**config.mk**
```make
export PLATFORM = sky130hd
export DESIGN_NAME = avalon_block_reader
export DESIGN_NICKNAME = d
export VERILOG_FILES = /design/src/rtl/avalon_block_reader.sv
export SDC_FILE = /design/constraint.sdc
export NUM_CORES = 1
export LEC_CHECK = 0
export BUFFER_PORTS_ARGS = -buffer_cell sky130_fd_sc_hd__buf_2
export CAP_MARGIN = 20
export CORE_MARGIN = 4
export CORE_UTILIZATION = 45
export CTS_BUF_LIST = sky130_fd_sc_hd__clkbuf_16
export DETAILED_ROUTE_END_ITERATION = 10
export GPL_ROUTABILITY_DRIVEN = 0
export PLACE_DENSITY = 0.62
export SYNTH_ARGS = -nofsm -noshare
export SYNTH_HDL_FRONTEND = slang
export SYNTH_SLANG_ARGS = --single-unit
```
**constraint.sdc**
```tcl
create_clock -name clk -period 5.64 [get_ports clk]
set_clock_uncertainty 0.2 [all_clocks]
set_input_delay 0 -clock clk [delete_from_list [all_inputs] [get_ports clk]]
set_output_delay 0 -clock clk [all_outputs]
set_load 0.02 [all_outputs]
```
**src/rtl/avalon_block_reader.sv**
```systemverilog
// avalon_block_reader: Avalon-MM read master that fetches a block of
// consecutive words and streams them out over valid/ready. Reads are only
// issued when a FIFO slot is reserved for the response, so the FIFO can
// never overflow regardless of slave read latency.
module avalon_block_reader #(
  parameter int ADDR_W     = 13,
  parameter int DATA_W     = 32,
  parameter int FIFO_DEPTH = 8
) (
  input  logic                  clk,
  input  logic                  reset_n,
  input  logic                  start,
  input  logic                  abort,
  input  logic [ADDR_W-1:0]     base_addr,
  input  logic [ADDR_W:0]       length,
  output logic                  busy,
  output logic                  done,
  output logic [ADDR_W-1:0]     avm_address,
  output logic                  avm_read,
  output logic [DATA_W/8-1:0]   avm_byteenable,
  input  logic                  avm_waitrequest,
  input  logic [DATA_W-1:0]     avm_readdata,
  input  logic                  avm_readdatavalid,
  output logic [DATA_W-1:0]     src_data,
  output logic                  src_valid,
  input  logic                  src_ready
);

  localparam int PTR_W = $clog2(FIFO_DEPTH);
  localparam int CNT_W = PTR_W + 1;
  localparam int LEN_W = ADDR_W + 1;
  localparam logic [CNT_W-1:0] DEPTH_C = CNT_W'(FIFO_DEPTH);

  typedef enum logic [1:0] {S_IDLE, S_ISSUE, S_WAIT, S_FLUSH} state_t;

  state_t            state_reg, state_next;
  logic [ADDR_W-1:0] addr_reg, addr_next;
  logic [LEN_W-1:0]  len_reg, len_next;
  logic [LEN_W-1:0]  issue_cnt_reg, issue_cnt_next;
  logic [LEN_W-1:0]  consumed_reg, consumed_next;
  logic [CNT_W-1:0]  pending_reg, pending_next;
  logic [CNT_W-1:0]  count_reg, count_next;
  logic [PTR_W-1:0]  wr_ptr_reg, wr_ptr_next;
  logic [PTR_W-1:0]  rd_ptr_reg, rd_ptr_next;
  logic              read_reg, read_next;
  logic              done_reg, done_next;
  logic [DATA_W-1:0] fifo_mem [FIFO_DEPTH];

  logic             accept;
  logic             read_held;
  logic             active;
  logic             flush;
  logic             push;
  logic             pop;
  logic             start_ok;
  logic [CNT_W:0]   credit_used;

  assign accept    = read_reg & ~avm_waitrequest;
  assign read_held = read_reg & avm_waitrequest;
  assign active    = (state_reg == S_ISSUE) || (state_reg == S_WAIT);
  assign flush     = active & abort;
  // Responses are kept only for a live block; an abort discards the word arriving with it.
  assign push      = avm_readdatavalid & active & ~abort;
  assign pop       = (count_reg != '0) & src_ready;
  assign start_ok  = (state_reg == S_IDLE) & start;
  // Slots committed after this edge: outstanding reads plus words already buffered.
  assign credit_used = {1'b0, pending_next} + {1'b0, count_next};

  // State register.
  always_ff @(posedge clk or negedge reset_n) begin
    if (!reset_n) state_reg <= S_IDLE;
    else          state_reg <= state_next;
  end

  // Next-state decisions; completion looks at next-cycle counts so done follows the last pop.
  always_comb begin
    state_next = state_reg;
    case (state_reg)
      S_IDLE: begin
        if (start && (length != '0)) state_next = S_ISSUE;
      end
      S_ISSUE: begin
        if (abort)                                           state_next = S_FLUSH;
        else if (accept && (issue_cnt_next == len_reg))      state_next = S_WAIT;
      end
      S_WAIT: begin
        if (abort) state_next = S_FLUSH;
        else if ((pending_next == '0) && (count_next == '0) && (consumed_next == len_reg))
          state_next = S_IDLE;
      end
      S_FLUSH: begin
        // A read still stalled by waitrequest must finish before the drain can end.
        if ((pending_next == '0) && !read_held) state_next = S_IDLE;
      end
      default: state_next = S_IDLE;
    endcase
  end

  // Counter, address and FIFO pointer updates.
  always_comb begin
    addr_next      = addr_reg;
    len_next       = len_reg;
    issue_cnt_next = issue_cnt_reg;
    consumed_next  = consumed_reg;
    pending_next   = pending_reg + CNT_W'(accept) - CNT_W'(avm_readdatavalid);
    count_next     = count_reg + CNT_W'(push) - CNT_W'(pop);
    wr_ptr_next    = wr_ptr_reg + PTR_W'(push);
    rd_ptr_next    = rd_ptr_reg + PTR_W'(pop);
    if (start_ok) begin
      addr_next      = base_addr;
      len_next       = length;
      issue_cnt_next = '0;
      consumed_next  = '0;
    end else begin
      if (accept) begin
        addr_next      = addr_reg + ADDR_W'(1);
        issue_cnt_next = issue_cnt_reg + LEN_W'(1);
      end
      if (pop && active) consumed_next = consumed_reg + LEN_W'(1);
    end
    if (flush) begin
      count_next  = '0;
      wr_ptr_next = '0;
      rd_ptr_next = '0;
    end
  end

  // Registered datapath and handshake state.
  always_ff @(posedge clk or negedge reset_n) begin
    if (!reset_n) begin
      addr_reg      <= '0;
      len_reg       <= '0;
      issue_cnt_reg <= '0;
      consumed_reg  <= '0;
      pending_reg   <= '0;
      count_reg     <= '0;
      wr_ptr_reg    <= '0;
      rd_ptr_reg    <= '0;
      read_reg      <= 1'b0;
      done_reg      <= 1'b0;
    end else begin
      addr_reg      <= addr_next;
      len_reg       <= len_next;
      issue_cnt_reg <= issue_cnt_next;
      consumed_reg  <= consumed_next;
      pending_reg   <= pending_next;
      count_reg     <= count_next;
      wr_ptr_reg    <= wr_ptr_next;
      rd_ptr_reg    <= rd_ptr_next;
      read_reg      <= read_next;
      done_reg      <= done_next;
    end
  end

  // FIFO storage write port; no reset so it can map onto memory.
  always_ff @(posedge clk) begin
    if (push) fifo_mem[wr_ptr_reg] <= avm_readdata;
  end

  // Output decode plus registered-output next values (read request and done pulse).
  always_comb begin
    busy           = (state_reg != S_IDLE);
    done           = done_reg;
    avm_read       = read_reg;
    avm_address    = addr_reg;
    avm_byteenable = '1;
    src_valid      = (count_reg != '0);
    src_data       = (count_reg != '0) ? fifo_mem[rd_ptr_reg] : '0;
    // A stalled read is never withdrawn; a new one needs work left and a free slot.
    read_next      = read_held |
                     ((state_next == S_ISSUE) && (issue_cnt_next < len_next) &&
                      (credit_used < {1'b0, DEPTH_C}));
    done_next      = (start_ok && (length == '0)) ||
                     ((state_reg == S_WAIT) && (state_next == S_IDLE));
  end

  // A push into a full FIFO with no pop would mean the credit accounting is broken.
  overflow_check: assert property (@(posedge clk) disable iff (!reset_n)
                                   !(push && !pop && (count_reg == DEPTH_C)));

endmodule

```
* Word level (Yosys, flattened, before mapping)
Memory sizes are Yosys's and may differ from the RTL's. Cells that the tools add are included. W data, S select, Z words.
Word-level totals: register bits 73, bits in writable memories 256, input port bits 66, output and inout port bits 53, memories kept 1
Memories:
- fifo_mem | words 8, width 32, read ports 1, clocked after memory_dff 0, wr ports 1, RTL line 47 | logic [DATA_W-1:0] fifo_mem [FIFO_DEPTH];
Cells by class: add/subtract/negate cells 10, order comparisons 2, eq/ne operators 6, mux-type cells 20, bitwise logic cells 10, reduce and logical (&&, ||, !) cells 22
Operators by type and width (count):
- $mux W14 | 5
- $mux W32 | 1
- $add A14 B1 Y14 const B | 2
- $eq A14 B14 Y1 | 2
- $mux W13 | 2
- $logic_not A14 Y1 | 1
- $lt A14 B14 Y1 | 1
- $reduce_bool A14 Y1 | 1
- $add A13 B1 Y13 const B | 1
- $mux W2 | 6
- $logic_and A1 B1 Y1 | 10
- $add A4 B1 Y4 | 2
- $logic_not A4 Y1 | 2
- $pmux W2 S4 | 1
- $sub A4 B1 Y4 | 2
- $and A1 B1 Y1 | 7
- $add A3 B1 Y3 | 2
- $mux W3 | 2
- $add A4 B4 Y5 | 1
- $lt A5 B4 Y1 const B | 1
- $eq A2 B1 Y1 const B | 2
- $eq A2 B2 Y1 const B | 2
- $logic_not A2 Y1 | 2
- $mux W4 | 1
- 7 further kinds | 11

* Depth between registers and ports, before layout
depth after elaboration 17, mapped depth 19, gate-level depth less buffers 18

* Worst setup path after synthesis
Ideal clock, no wire load.
kind reg-to-reg, start point register count_reg[2], end point register read_reg, in the netlist avm_read, library setup time 0.120 ns, data arrival time 3.981 ns, setup slack 1.339 ns, stages on the path, launching flop included 20, buffers on the path 2, clock period less this slack 4.301 ns, path through dfrtp_1 inv_1 ha_1 nor3b_1 clkbuf_1 clkbuf_1 nor2b_1 ha_1 inv_1 ha_1 fa_1 or4_1 a31oi_1 nand4b_1 nor4_1 and4bb_1 a31oi_1 o21ai_2 inv_2 a31o_1
Between the ends: cells in the longest elaborated chain, start to end 14, elaborated cells on any way between the ends 21, those cells by class add/sub (3); order compare (1); eq/ne (2); mux (6); bitwise (2); reduce/logical (7)
RTL lines:
- start: declaration | RTL line 42 | logic [CNT_W-1:0] count_reg, count_next;
- start signal: assignment | RTL line 147 | count_reg <= count_next;
- parallel branches: the longest is 6 deep, another holds $add A4 B1 Y4
- $logic_and A1 B1 Y1 (*) | RTL line 88 | else if ((pending_next == '0) && (count_next == '0) && (consumed_next == len_reg))
- $mux W2 (*) | RTL line 88
- $mux W2 (*) | RTL line 87 | if (abort) state_next = S_FLUSH;
- $pmux W2 S4 (*) | RTL line 78 | case (state_reg)
- net state_next[0] | RTL line 36 | state_t state_reg, state_next;
- $eq A2 B1 Y1 (*) | RTL line 171 | ((state_next == S_ISSUE) && (issue_cnt_next < len_next) &&
- $logic_and A1 B1 Y1 (*) (2 in series) | RTL line 171
- $or A1 B1 Y1 (*) | RTL line 170 | read_next = read_held |
- net read_next | RTL line 45 | logic read_reg, read_next;
- end signal: assignment | RTL line 150 | read_reg <= read_next;
- end: declaration | RTL line 45
Mark *: on every way through the listed nets, which the timed path passes. A chain may end at the register's enable or synchronous reset.

* Final worst setup path
start point register state_reg[0], end point register read_reg, in the netlist avm_read
Between the ends: cells in the longest elaborated chain, start to end 17, elaborated cells on any way between the ends 37, those cells by class add/sub (3); order compare (2); eq/ne (6); mux (12); bitwise (5); reduce/logical (9)
RTL lines:
- start: declaration | RTL line 36
- start signal: assignment | RTL line 72 | else state_reg <= state_next;
- $eq A2 B1 Y1 / $eq A2 B2 Y1 (equally long branches) | RTL line 60 | assign active = (state_reg == S_ISSUE) || (state_reg == S_WAIT);
- $logic_or A1 B1 Y1 (*) | RTL line 60
- $and A1 B1 Y1 (2 in series) | RTL line 63 | assign push = avm_readdatavalid & active & ~abort;
- $add A4 B1 Y4 | RTL line 106 | count_next = count_reg + CNT_W'(push) - CNT_W'(pop);
- $sub A4 B1 Y4 | RTL line 106
- $mux W4 (*) | RTL line 121 | if (flush) begin
- net count_next[3] | RTL line 42
- $logic_not A4 Y1 | RTL line 88
- $logic_and A1 B1 Y1 (2 in series) | RTL line 88
- $mux W2 | RTL line 88
- $mux W2 | RTL line 87
- $pmux W2 S4 | RTL line 78
- $eq A2 B1 Y1 | RTL line 171
- $logic_and A1 B1 Y1 | RTL line 171
- $logic_and A1 B1 Y1 (*) | RTL line 171
- $or A1 B1 Y1 (*) | RTL line 170
- net read_next | RTL line 45
The timed path passes the listed nets; every way through them passes the cells marked *.

==> impl_results.md <==
* Outcome: finished, violations left
* Failing checks: hold timing
* Total grt overflow at 0
* First-pass GRT wire length at 51.5 mm
* DRC Markers at 0
* #FFs+latches synth at 329
* Clock latency on the worst-skew pair at 530 ps
* Final WL at 32.4 mm
* Rel. slew slack at 0.362
* Setup CP Type: flop to flop
* Initial core utilization at 0.462
* Fin Hold WS at -32.6 ps
* Post-DP HPWL at 19.4 mm
* Final Hold Vio Count at 57
* Syn avg cell area at 15.1 um^2
* Area share of the largest cell type after synthesis at 0.522
* Final min period at 5050 ps
* Drt wl/cell at 19.8 um
* Clock sink count at 329
* Clock transition at path regs at 60 ps
* Post-route worst setup slack at 589 ps
* CTS tree: built
* Leak pwr at 6.54 nW
* PortBufs at 114
* Vias in the first global route at 9220
* Post-Synthesis Cells at 976
* Register area at 9520 um^2
* Layout cells sized above 1 at 0.227
* Post-route clock period utilization at 0.896
* Area of the multi-input gates at 4890 um^2
* Distinct cells, synth at 70
* Warnings from Yosys at 0
* Worst slew pin tran at 958 ps
* Setup violators final at 0
* Crit Path Max Fanout at 9
* Critical Path Start Type: flop
* Initial antenna violation count at 1
* Max cap viols at 0
* Row Count at 65
* Crit end category: flop
* EDFF count, synth at 256
* Clock tree buffer depth at 3
* Setup TNS at 0 ps
* Post-cts sizing count at 0
* Ys async rst share at 0.222
* Max reg flops at 256
* H-tree levels at 2
* Via count at 8779
* Pwr dens at 471 nW/um^2
* ANT nets after route at 0
* Drt pass-1 iters at 5
* Cell taking the most area after synthesis: edfxtp_1
* Worst EP arrival at 5310 ps
* Biggest register: fifo_mem
* Final Core Density at 0.554
* Dpl ws at 1220 ps
* DIE HEIGHT at 189 um
* Die ar. at 35700 um^2
* Synth-to-layout area growth at 20.0%
* Peak supply drop at 0.000317 V
* Vias per inst at 5.38
* Clock root buffer: clkbuf_16
* Post-synthesis sequential area ratio at 0.646
* Fmax at 0.198 GHz
* GR Util All Layers at 0.183
* DRT iter0 DRCs at 584
* Max Transition Viols Final at 0
* RSZ-0062 raised after global routing: no
* Core Region at 31900 um^2
* Mapped Area at 14700 um^2
* I/O pin cnt at 119
* Layout Nets at 1274
* Post-CTS setup buffers at 0
* Hold Path Class: primary input to async pin
* Largest net degree at the start of global routing at 74
* Main synth FF type: edfxtp_1
* Fillers at 2568
* CP required at 5900 ps
* Die W at 189 um
* Number of CTS-inserted buffers at 36
* Synth top area cells: edfxtp_1, dfrtp_1, mux4_2
-- cell usage after synthesis (all sizes together) (2+ instances only) --
cell type	n
nand4	15
and2	11
edfxtp	256
mux4	64
a21o	5
nor4	12
and3	5
mux2i	53
xor2	17
o21bai	2
nand3	17
a21oi	23
a31oi	6
nand2	58
xnor2	29
a21boi	4
nand3b	4
nand4b	2
o21ai	33
inv	40
clkbuf	21
nor2	81
nor3b	2
nor4b	3
ha	37
a211oi	2
nor3	13
buf	27
o31ai	3
a31o	4
o221ai	2
o211ai	3
dfrtp	73
or3	5
or4	7
nor2b	5
fa	2
nand2b	13
-- final cells by class --
| type | instances | area share |
|---|---|---|
| Sequential cell | 329 | 0.539 |
| Clock inverter | 28 | 0.0123 |
| Tap cell | 435 | 0.0308 |
| Inverter | 40 | 0.00850 |
| Timing Repair Buffer | 200 | 0.0798 |
| Antenna cell | 1 | 0.000142 |
| Multi-Input combinational cell | 562 | 0.277 |
| Clock buffer | 37 | 0.0524 |
-- critical path, stage by stage (launching register included) --
cell,delay [ps]
dfrtp_1,410
inv_1,130
ha_1,490
nand2_1,110
nor2_1,180
inv_1,60
ha_1,270
inv_1,40
ha_1,190
a21o_1,180
a21oi_1,170
xnor2_1,80
a21oi_1,210
ha_1,280
or4_1,510
a221o_1,280
a2111oi_0,450
a31o_1,210
dlygate4sd3_1,540
-- worst paths after layout --
path / startpoint / endpoint / slack, ps / depth (start not counted)
worst max-delay path: state_reg[0] / avm_read / 590 / 18
worst min-delay path: reset_n / avm_address[8] / -30 / 2
worst max register to register: state_reg[0] / avm_read / 590 / 18
worst min register to register: pending_reg[0] / pending_reg[0] / 340 / 1
max in group asynchronous: reset_n / rd_ptr_reg[0] / 4560 / 2
min in group clk: base_addr[7] / avm_address[7] / 30 / 4
-- placed cells by master, fill, tap and decap left out, drive strengths merged, types with 3 or more instances in the layout --
| cell type | n |
|---|---|
| nor3 | 13 |
| dfrtp | 73 |
| nor2 | 81 |
| or4 | 7 |
| clkinv | 17 |
| nand3b | 4 |
| xor2 | 17 |
| o31ai | 3 |
| mux4 | 64 |
| nand3 | 17 |
| nand4 | 15 |
| buf | 130 |
| conb | 4 |
| a21oi | 23 |
| a21o | 5 |
| edfxtp | 256 |
| xnor2 | 29 |
| o21ai | 33 |
| nor4b | 3 |
| nand2 | 58 |
| mux2i | 53 |
| and2 | 11 |
| nor2b | 5 |
| clkbuf | 37 |
| nor4 | 12 |
| clkinvlp | 3 |
| or3 | 5 |
| a21boi | 4 |
| o211ai | 3 |
| and3 | 5 |
| a31oi | 6 |
| dlygate4sd3 | 70 |
| nand2b | 13 |
| inv | 46 |
| a31o | 4 |
| ha | 37 |
-- metal layers --
layer	track usage	wire, um
met5	0	0
met4	0.0504	712
met3	0.0334	1640
met2	0.305	15800
met1	0.252	14200
-- power breakdown --
part / total, mW / switching (mW) / internal, mW
Sequential: 3.20 / 0.335 / 2.87
Combinational: 2.87 / 1.59 / 1.27
Clock: 2.25 / 0.956 / 1.30
-- kinds of logic after synthesis --
kind of cell,after synthesis,share of synthesized area
and+or+nand+nor,257,0.0884
muxes,118,0.135
buffers and inverters,88,0.0262
DFF,329,0.646
adders and majority gates,39,0.0342
xor gates and xnor gates,46,0.0274
AOI/OAI and AO/OA,98,0.0425
other,1,0.000255
-- per-stage QoR --
stage | cells | total power, mW | area (um^2)
6_report | 1632 | 8.32 | 17700
5_1_grt | 1632 | 8.85 | 17700
4_1_cts | 1630 | 8.42 | 17600
3_5_place_dp | 1495 | 6.05 | 15800
3_3_place_gp | 1495 | 6.04 | 15800
2_1_floorplan | 979 | 5.20 | 14700
-- repair_timing --
action,in CTS,in global routing
setup endpoints to repair,0,0
hold buffers,70,0
endpoints found under the hold margin,389,0
Note: power is estimated with default switching activity, not from simulation.
